--- config.mk ---
export PLATFORM = sky130hd
export DESIGN_NAME = mem_arbiter
export DESIGN_NICKNAME = d
export VERILOG_FILES = /design/src/rtl/mem_arbiter.sv
export SDC_FILE = /design/constraint.sdc
export NUM_CORES = 1
export LEC_CHECK = 0
export CORE_MARGIN = 3
export CORE_UTILIZATION = 45
export DETAILED_ROUTE_END_ITERATION = 10
export GPL_TIMING_DRIVEN = 0
export PLACE_DENSITY_LB_ADDON = 0.1
export SETUP_SLACK_MARGIN = 0.5
export SLEW_MARGIN = 20
export SYNTH_ARGS = -nofsm -noshare
export SYNTH_HDL_FRONTEND = slang
export SYNTH_SLANG_ARGS = --single-unit
--- constraint.sdc ---
create_clock -name clk_i -period 4.7 [get_ports clk_i]
set_input_delay 0.94 -clock clk_i [delete_from_list [all_inputs] [get_ports clk_i]]
set_output_delay 0.94 -clock clk_i [all_outputs]
set_load 0.01 [all_outputs]
--- src/rtl/mem_arbiter.sv ---
// Two-requester round-robin arbiter in front of the single-port memory unit.
// Serves one latched request at a time: one execute pulse, then a watchdog-bounded wait for completion.

module mem_arbiter #(
    parameter int ADDR_W  = 8,
    parameter int DATA_W  = 16,
    parameter int TIMEOUT = 255
) (
    input  logic              clk_i,
    input  logic              rst_ni,
    input  logic              r0_req_i,
    input  logic [1:0]        r0_func_i,
    input  logic [ADDR_W-1:0] r0_addr_i,
    input  logic [DATA_W-1:0] r0_wdata_i,
    output logic              r0_grant_o,
    output logic              r0_done_o,
    output logic [DATA_W-1:0] r0_rdata_o,
    output logic [ADDR_W-1:0] r0_raddr_o,
    input  logic              r1_req_i,
    input  logic [1:0]        r1_func_i,
    input  logic [ADDR_W-1:0] r1_addr_i,
    input  logic [DATA_W-1:0] r1_wdata_i,
    output logic              r1_grant_o,
    output logic              r1_done_o,
    output logic [DATA_W-1:0] r1_rdata_o,
    output logic [ADDR_W-1:0] r1_raddr_o,
    output logic [1:0]        mem_func_o,
    output logic              mem_exec_o,
    output logic [ADDR_W-1:0] mem_addr_o,
    output logic [DATA_W-1:0] mem_wdata_o,
    input  logic              mem_ready_i,
    input  logic [DATA_W-1:0] mem_rdata_i,
    input  logic [ADDR_W-1:0] mem_raddr_i,
    output logic              busy_o,
    output logic              owner_o,
    output logic              timeout_o
);

    typedef enum logic {S_IDLE, S_WAIT} state_t;

    localparam logic [7:0] TIMEOUT_C = 8'(TIMEOUT);

    state_t                 state_q;
    logic                   last_q;
    logic                   owner_q;
    logic                   seen_busy_q;
    logic                   exec_q;
    logic                   timeout_q;
    logic [7:0]             wcnt_q;
    logic [1:0]             grant_q;
    logic [1:0]             done_q;
    logic [1:0]             func_q;
    logic [ADDR_W-1:0]      addr_q;
    logic [DATA_W-1:0]      wdata_q;
    logic [1:0][DATA_W-1:0] rdata_q;
    logic [1:0][ADDR_W-1:0] raddr_q;

    logic [1:0] req;
    logic       winner;
    logic [1:0] winner_onehot;
    logic [1:0] owner_onehot;

    // On a tie the requester that was not served last wins, so grants alternate.
    always_comb begin
        req           = {r1_req_i, r0_req_i};
        winner        = (&req) ? ~last_q : req[1];
        winner_onehot = winner ? 2'b10 : 2'b01;
        owner_onehot  = owner_q ? 2'b10 : 2'b01;
    end

    always_ff @(posedge clk_i or negedge rst_ni) begin
        if (!rst_ni) begin
            state_q     <= S_IDLE;
            last_q      <= 1'b1;
            owner_q     <= 1'b0;
            seen_busy_q <= 1'b0;
            exec_q      <= 1'b0;
            timeout_q   <= 1'b0;
            wcnt_q      <= '0;
            grant_q     <= '0;
            done_q      <= '0;
            func_q      <= '0;
            addr_q      <= '0;
            wdata_q     <= '0;
            rdata_q     <= '0;
            raddr_q     <= '0;
        end else begin
            grant_q   <= '0;
            done_q    <= '0;
            exec_q    <= 1'b0;
            timeout_q <= 1'b0;
            case (state_q)
                S_IDLE: begin
                    if (mem_ready_i && (|req)) begin
                        func_q      <= winner ? r1_func_i  : r0_func_i;
                        addr_q      <= winner ? r1_addr_i  : r0_addr_i;
                        wdata_q     <= winner ? r1_wdata_i : r0_wdata_i;
                        grant_q     <= winner_onehot;
                        exec_q      <= 1'b1;
                        owner_q     <= winner;
                        last_q      <= winner;
                        wcnt_q      <= '0;
                        seen_busy_q <= 1'b0;
                        state_q     <= S_WAIT;
                    end
                end
                S_WAIT: begin
                    // Ready only counts as completion after the memory has been seen busy.
                    if (seen_busy_q && mem_ready_i) begin
                        rdata_q[owner_q] <= mem_rdata_i;
                        raddr_q[owner_q] <= mem_raddr_i;
                        done_q           <= owner_onehot;
                        state_q          <= S_IDLE;
                    end else if (wcnt_q == TIMEOUT_C) begin
                        done_q    <= owner_onehot;
                        timeout_q <= 1'b1;
                        state_q   <= S_IDLE;
                    end else begin
                        wcnt_q <= wcnt_q + 8'd1;
                        if (!mem_ready_i) begin
                            seen_busy_q <= 1'b1;
                        end
                    end
                end
                default: state_q <= S_IDLE;
            endcase
        end
    end

    assign r0_grant_o  = grant_q[0];
    assign r1_grant_o  = grant_q[1];
    assign r0_done_o   = done_q[0];
    assign r1_done_o   = done_q[1];
    assign r0_rdata_o  = rdata_q[0];
    assign r1_rdata_o  = rdata_q[1];
    assign r0_raddr_o  = raddr_q[0];
    assign r1_raddr_o  = raddr_q[1];
    assign mem_func_o  = func_q;
    assign mem_exec_o  = exec_q;
    assign mem_addr_o  = addr_q;
    assign mem_wdata_o = wdata_q;
    assign busy_o      = (state_q != S_IDLE);
    assign owner_o     = owner_q;
    assign timeout_o   = timeout_q;

endmodule

# == Yosys cells after proc, flatten, opt, wreduce, memory -nomap -nowiden ==
# Cells that the tools add are included.
# op_classes
shift,0
n_mul,0
n_reduce_logical,9
div_mod_pow,0
eq_ne,5
order_cmp,2
addsub,1
bitwise_logic,2
muxes,34
# ops
operator,n
$mux 8,5
$bwmux 32,1
$mux 16,2
$bwmux 16,1
$demux 16 s1,1
$mux 2,8
$pmux 8 s2,1
$mux 1,12
$add 8x1->8 const B,1
$demux 8 s1,1
$eq 8x8->1 const B,1
$ne 2x2->1 const B,4
$reduce_and 2->1,3
$pmux 1 s2,2
$reduce_and 4->1,1
$logic_and 1x1->1,3
$reduce_and 3->1,1
$lt 1x2->1 const B,1
$not 1->1,2
$reduce_or 2->1,1
$ge 1x1->1 const B,1
# totals
input_bits,81
mem_bits_ro,0
mem_bits_rw,0
mem_count,0
output_inout_bits,82
regBits,92
elab_cells,69
latch_bits,0

# == Depth between registers and ports, before layout ==
# logic_depth
word_depth,5
mapped_depth,6

# == Worst setup path after synthesis ==
# Ideal clock, no wire load.
# synth_timing
path_type,input to register
from,input mem_ready_i
to,register raddr_q (netlist bit r0_raddr_o[0])
path_buffers,2
path_stages,5
slack_ps,2768
arrival_time_ps,1807
path_cell_list,nand2_1 -> or2_1 -> buf_2 -> buf_6 -> mux2_4
# synth_via
elab_chain_cells,2
# synth_lines
item,line_no,text
start: declaration,31,"input logic mem_ready_i,"
$logic_and 1x1->1,109,if (seen_busy_q && mem_ready_i) begin
$reduce_and 2->1 (no source line),n/a,
end signal: indexed assignment,111,raddr_q[owner_q] <= mem_raddr_i;
end: declaration,56,logic [1:0][ADDR_W-1:0] raddr_q;
# No other way between the ends.
# A chain may end at the register's enable or synchronous reset.

# == Worst setup path after layout ==
# layout_timing
from,register state_q (netlist: busy_o)
to,output busy_o
# layout_lines
item,line_no,text
start: declaration,43,state_t state_q;
start signal: assignment,73,state_q <= S_IDLE;
start signal: assignment,104,state_q <= S_WAIT;
start signal: assignment,113,state_q <= S_IDLE;
end: declaration,34,"output logic busy_o,"
# No word-level cell between the ends.

==> results.yml <==
pwr:
  p_sw_share_pct: 32.0
  finalPower_mw: 3.43
  vdd_drop_max_uv: 295
  p_int_mw: 2.33
  powerDensity_mw_per_mm2: 599
  p_switching_mw: 1.10
  p_seq_share_pct: 39.4
  clockPowerShare_pct: 14.6
  share_comb_of_total_power_pct: 46.0
  power.leakage_nw: 2.62
routing:
  drt-initial-drc-count: 57
  vias: 2851
  wl_per_cell_um: 16.1
  viasPerCell: 5.02
  drc: 0
  postRouteAntennaNets: 0
  dr.pass1.iters: 4
  wl_um: 9140
global_routing:
  grt_pass1_wl_um: 15000
  first_global_vias: 2957
  grtUsageTotal_pct: 19.8
  grt_overflow: 0
  antenna_found_initial: 0
  grt_start_max_net_pins: 48
placement:
  hpwlAfterDp_um: 6940
  io_buffers: 162
  gp_congestion: 0.756
  place_area_sq_mm: 0.00554
  place_ws_ns: 2.05
sta:
  maxSlewViolCount: 0
  fin_skew_ns: 0.0168
  tightestPinTransition_ns: 0.458
  setup_viol_count_final: 0
  finalWorstSetupSlack_ns: 2.35
  period_needed_ns: 2.35
  fmax_mhz: 425
  period_share_pct: 50.1
  grt_setup_unrepaired: "no"
  hold_viol_final: 0
  relSlewSlack_pct: 69.4
setup_path:
  worstPathCellList: "clkdlybuf4s50_1"
  start_kind: "flip-flop"
  cp_num_cells: 1
  cp.arrival_ns: 1.41
  crit_family: "buffers and inverters"
  required_ns: 3.76
  endpoint_kind: "output port"
  critPathBufInv: 1
  r2r_cells: 5
  cpPeakStageDelay_ns: 0.58
  slowest_stage: "clkdlybuf4s50_1"
  path_max_fanout: 8
  path_class: "flip-flop to output port"
clock_network:
  cts_made_buffers: 9
  path_clk_slew_ns: 0.10
  cts_tree: "yes"
  cts-root-buf: "clkbuf_8"
  post-cts-setup-buffers: 0
  cts.sinks: 92
  postCtsResizedCells: 0
  htree_levels: 3
  cts_hold_buffers: 0
  worstSkewPairLatency_ns: 0.37
  clockBufferDepth: 2
floorplan:
  dieArea_sq_mm: 0.00949
  dieHeight_um: 97.4
  die_w_um: 97.4
  coreArea_sq_mm: 0.00793
  io_pins: 163
  rows: 32
  start_util_pct: 47.4
job:
  max_cap_violations: 0
logic_synthesis:
  yosys_warnings: 0
  syn_area_sq_mm: 0.00376
  ys_seq_area_share_pct: 61.3
  synth_seq_cells: 92
  synth_cells: 287
  avgSynthCellArea_sq_um: 13.1
  synth_top_cell_area_share_pct: 60.6
  synth_area_leaders: "dfrtp_1 61%, mux2_2 8.4%, mux2_4 8.0%, nand2_1 5.9%, a22oi_1 5.2%"
  yosysTopAreaCell: "dfrtp_1"
  yosysUniqueCellTypes: 33
  syn_nets: 369
  synth_flop_cell: "dfrtp_1"
  async_flop_share_pct: 100
  synth_edf_count: 0
worst_hold_path:
  hold_class: "flip-flop to flip-flop"
  hold_depth: 2
layout:
  n_fill_cell: 587
  num_antenna_cells: 0
  synthToLayoutAreaGrowth_pct: 52.2
  final_cell_area_sq_mm: 0.00572
  fin_util_pct: 72.2
  layout-drive-gt1-share_pct: 18.0
  final_nets: 543
status:
  outcome: "complete, no violations"
==> synth_stat cells, types with 2 or more instances <==
master    instances
nand2b_1          2
nand3_1           8
a22oi_1          26
mux2i_1           3
buf_2             8
a21oi_1           3
nand2_1          59
dfrtp_1          91
mux2_4           20
a21o_1            4
nand4_1           3
o21ai_0           3
and3_1            2
mux2_2           28
inv_1             6
buf_6             4
==> logic make-up (layout without fill, tap and decap cells) <==
kind of cell             after synthesis  in the layout  synth area share, %
AO/OA/AOI/OAI                         45             45                 9.32
adder cells (fa/ha/maj)                1              1                0.333
buffers and inverters                 20            199                 3.16
flip-flops                            92             92                 61.3
multiplexers                          51             51                 17.2
AND/OR/NAND/NOR                       78             78                 8.75
==> layout by cell type (no fill, tap or decap), types with 2 or more instances in the layout <==
| cell type | Yosys | final |
|---|---|---|
| clkinvlp_4 | 0 | 2 |
| buf_6 | 4 | 5 |
| mux2_2 | 28 | 28 |
| nand2b_1 | 2 | 2 |
| o21ai_0 | 3 | 3 |
| clkbuf_8 | 0 | 10 |
| nand3_1 | 8 | 8 |
| and3_1 | 2 | 2 |
| mux2i_1 | 3 | 3 |
| a21o_1 | 4 | 4 |
| nand4_1 | 3 | 3 |
| a21oi_1 | 3 | 3 |
| nand2_1 | 59 | 59 |
| dfrtp_1 | 91 | 91 |
| a22oi_1 | 26 | 26 |
| inv_6 | 0 | 3 |
| buf_2 | 8 | 8 |
| mux2_4 | 20 | 20 |
| clkdlybuf4s50_1 | 0 | 161 |
| inv_1 | 6 | 6 |
==> worst paths after layout <==
kind | startpoint | to | slack (ns)
setup reg to reg | wcnt_q[0] | wcnt_q[5] | 3.03
hold / removal | mem_addr_o[6] | mem_addr_o[6] | 0.47
hold reg to reg | mem_addr_o[6] | mem_addr_o[6] | 0.47
max in group asynchronous | rst_ni | mem_wdata_o[10] | 3.64
min in group asynchronous | rst_ni | r0_rdata_o[10] | 0.49
setup / recovery | busy_o | busy_o | 2.35
==> registers in the layout (all words and copies together) (netlist names) <==
signal       cells
seen_busy_q      1
busy_o           1
mem_addr_o       8
owner_o          1
last_q           1
r0_rdata_o      16
mem_wdata_o     16
done_q           2
r0_raddr_o       8
timeout_o        1
mem_exec_o       1
r1_raddr_o       8
r1_rdata_o      16
wcnt_q           8
mem_func_o       2
grant_q          2
==> routing by layer <==
metal	wire, um	global-route usage, %
met2	4490	33.2
met5	0	0
met3	718	6.89
met4	166	6.50
met1	3770	24.0
==> power by group through the flow <==
stage	Clock (mW)	Combinational [mW]	Sequential [mW]
final	0.501	1.58	1.35
after global routing	0.548	1.69	1.40
after CTS	0.511	1.60	1.35
after detailed placement	0	1.59	1.37
after global placement	0	1.56	1.35
after floorplan	0	0.547	1.50
==> through the flow <==
step	hold WS, ns	instances	setup TNS (ns)
2_1_floorplan	0.472	287	0
3_3_place_gp	0.450	551	-57.96
3_5_place_dp	0.454	552	0
4_1_cts	0.474	568	0
5_1_grt	0.504	568	0
6_report	0.473	568	0
==> cell type report <==
class	count	area [sq um]	area share (%)
Clock inverter	6	46.3	0.809
Clock buffer	10	138	2.41
Buffer	14	96.3	1.68
Timing Repair Buffer	163	1650	28.8
Multi-Input combinational cell	175	1340	23.4
Inverter	6	22.5	0.394
Sequential cell	92	2300	40.3
Tap cell	102	128	2.23
Note: power is estimated with default switching activity, not from simulation.
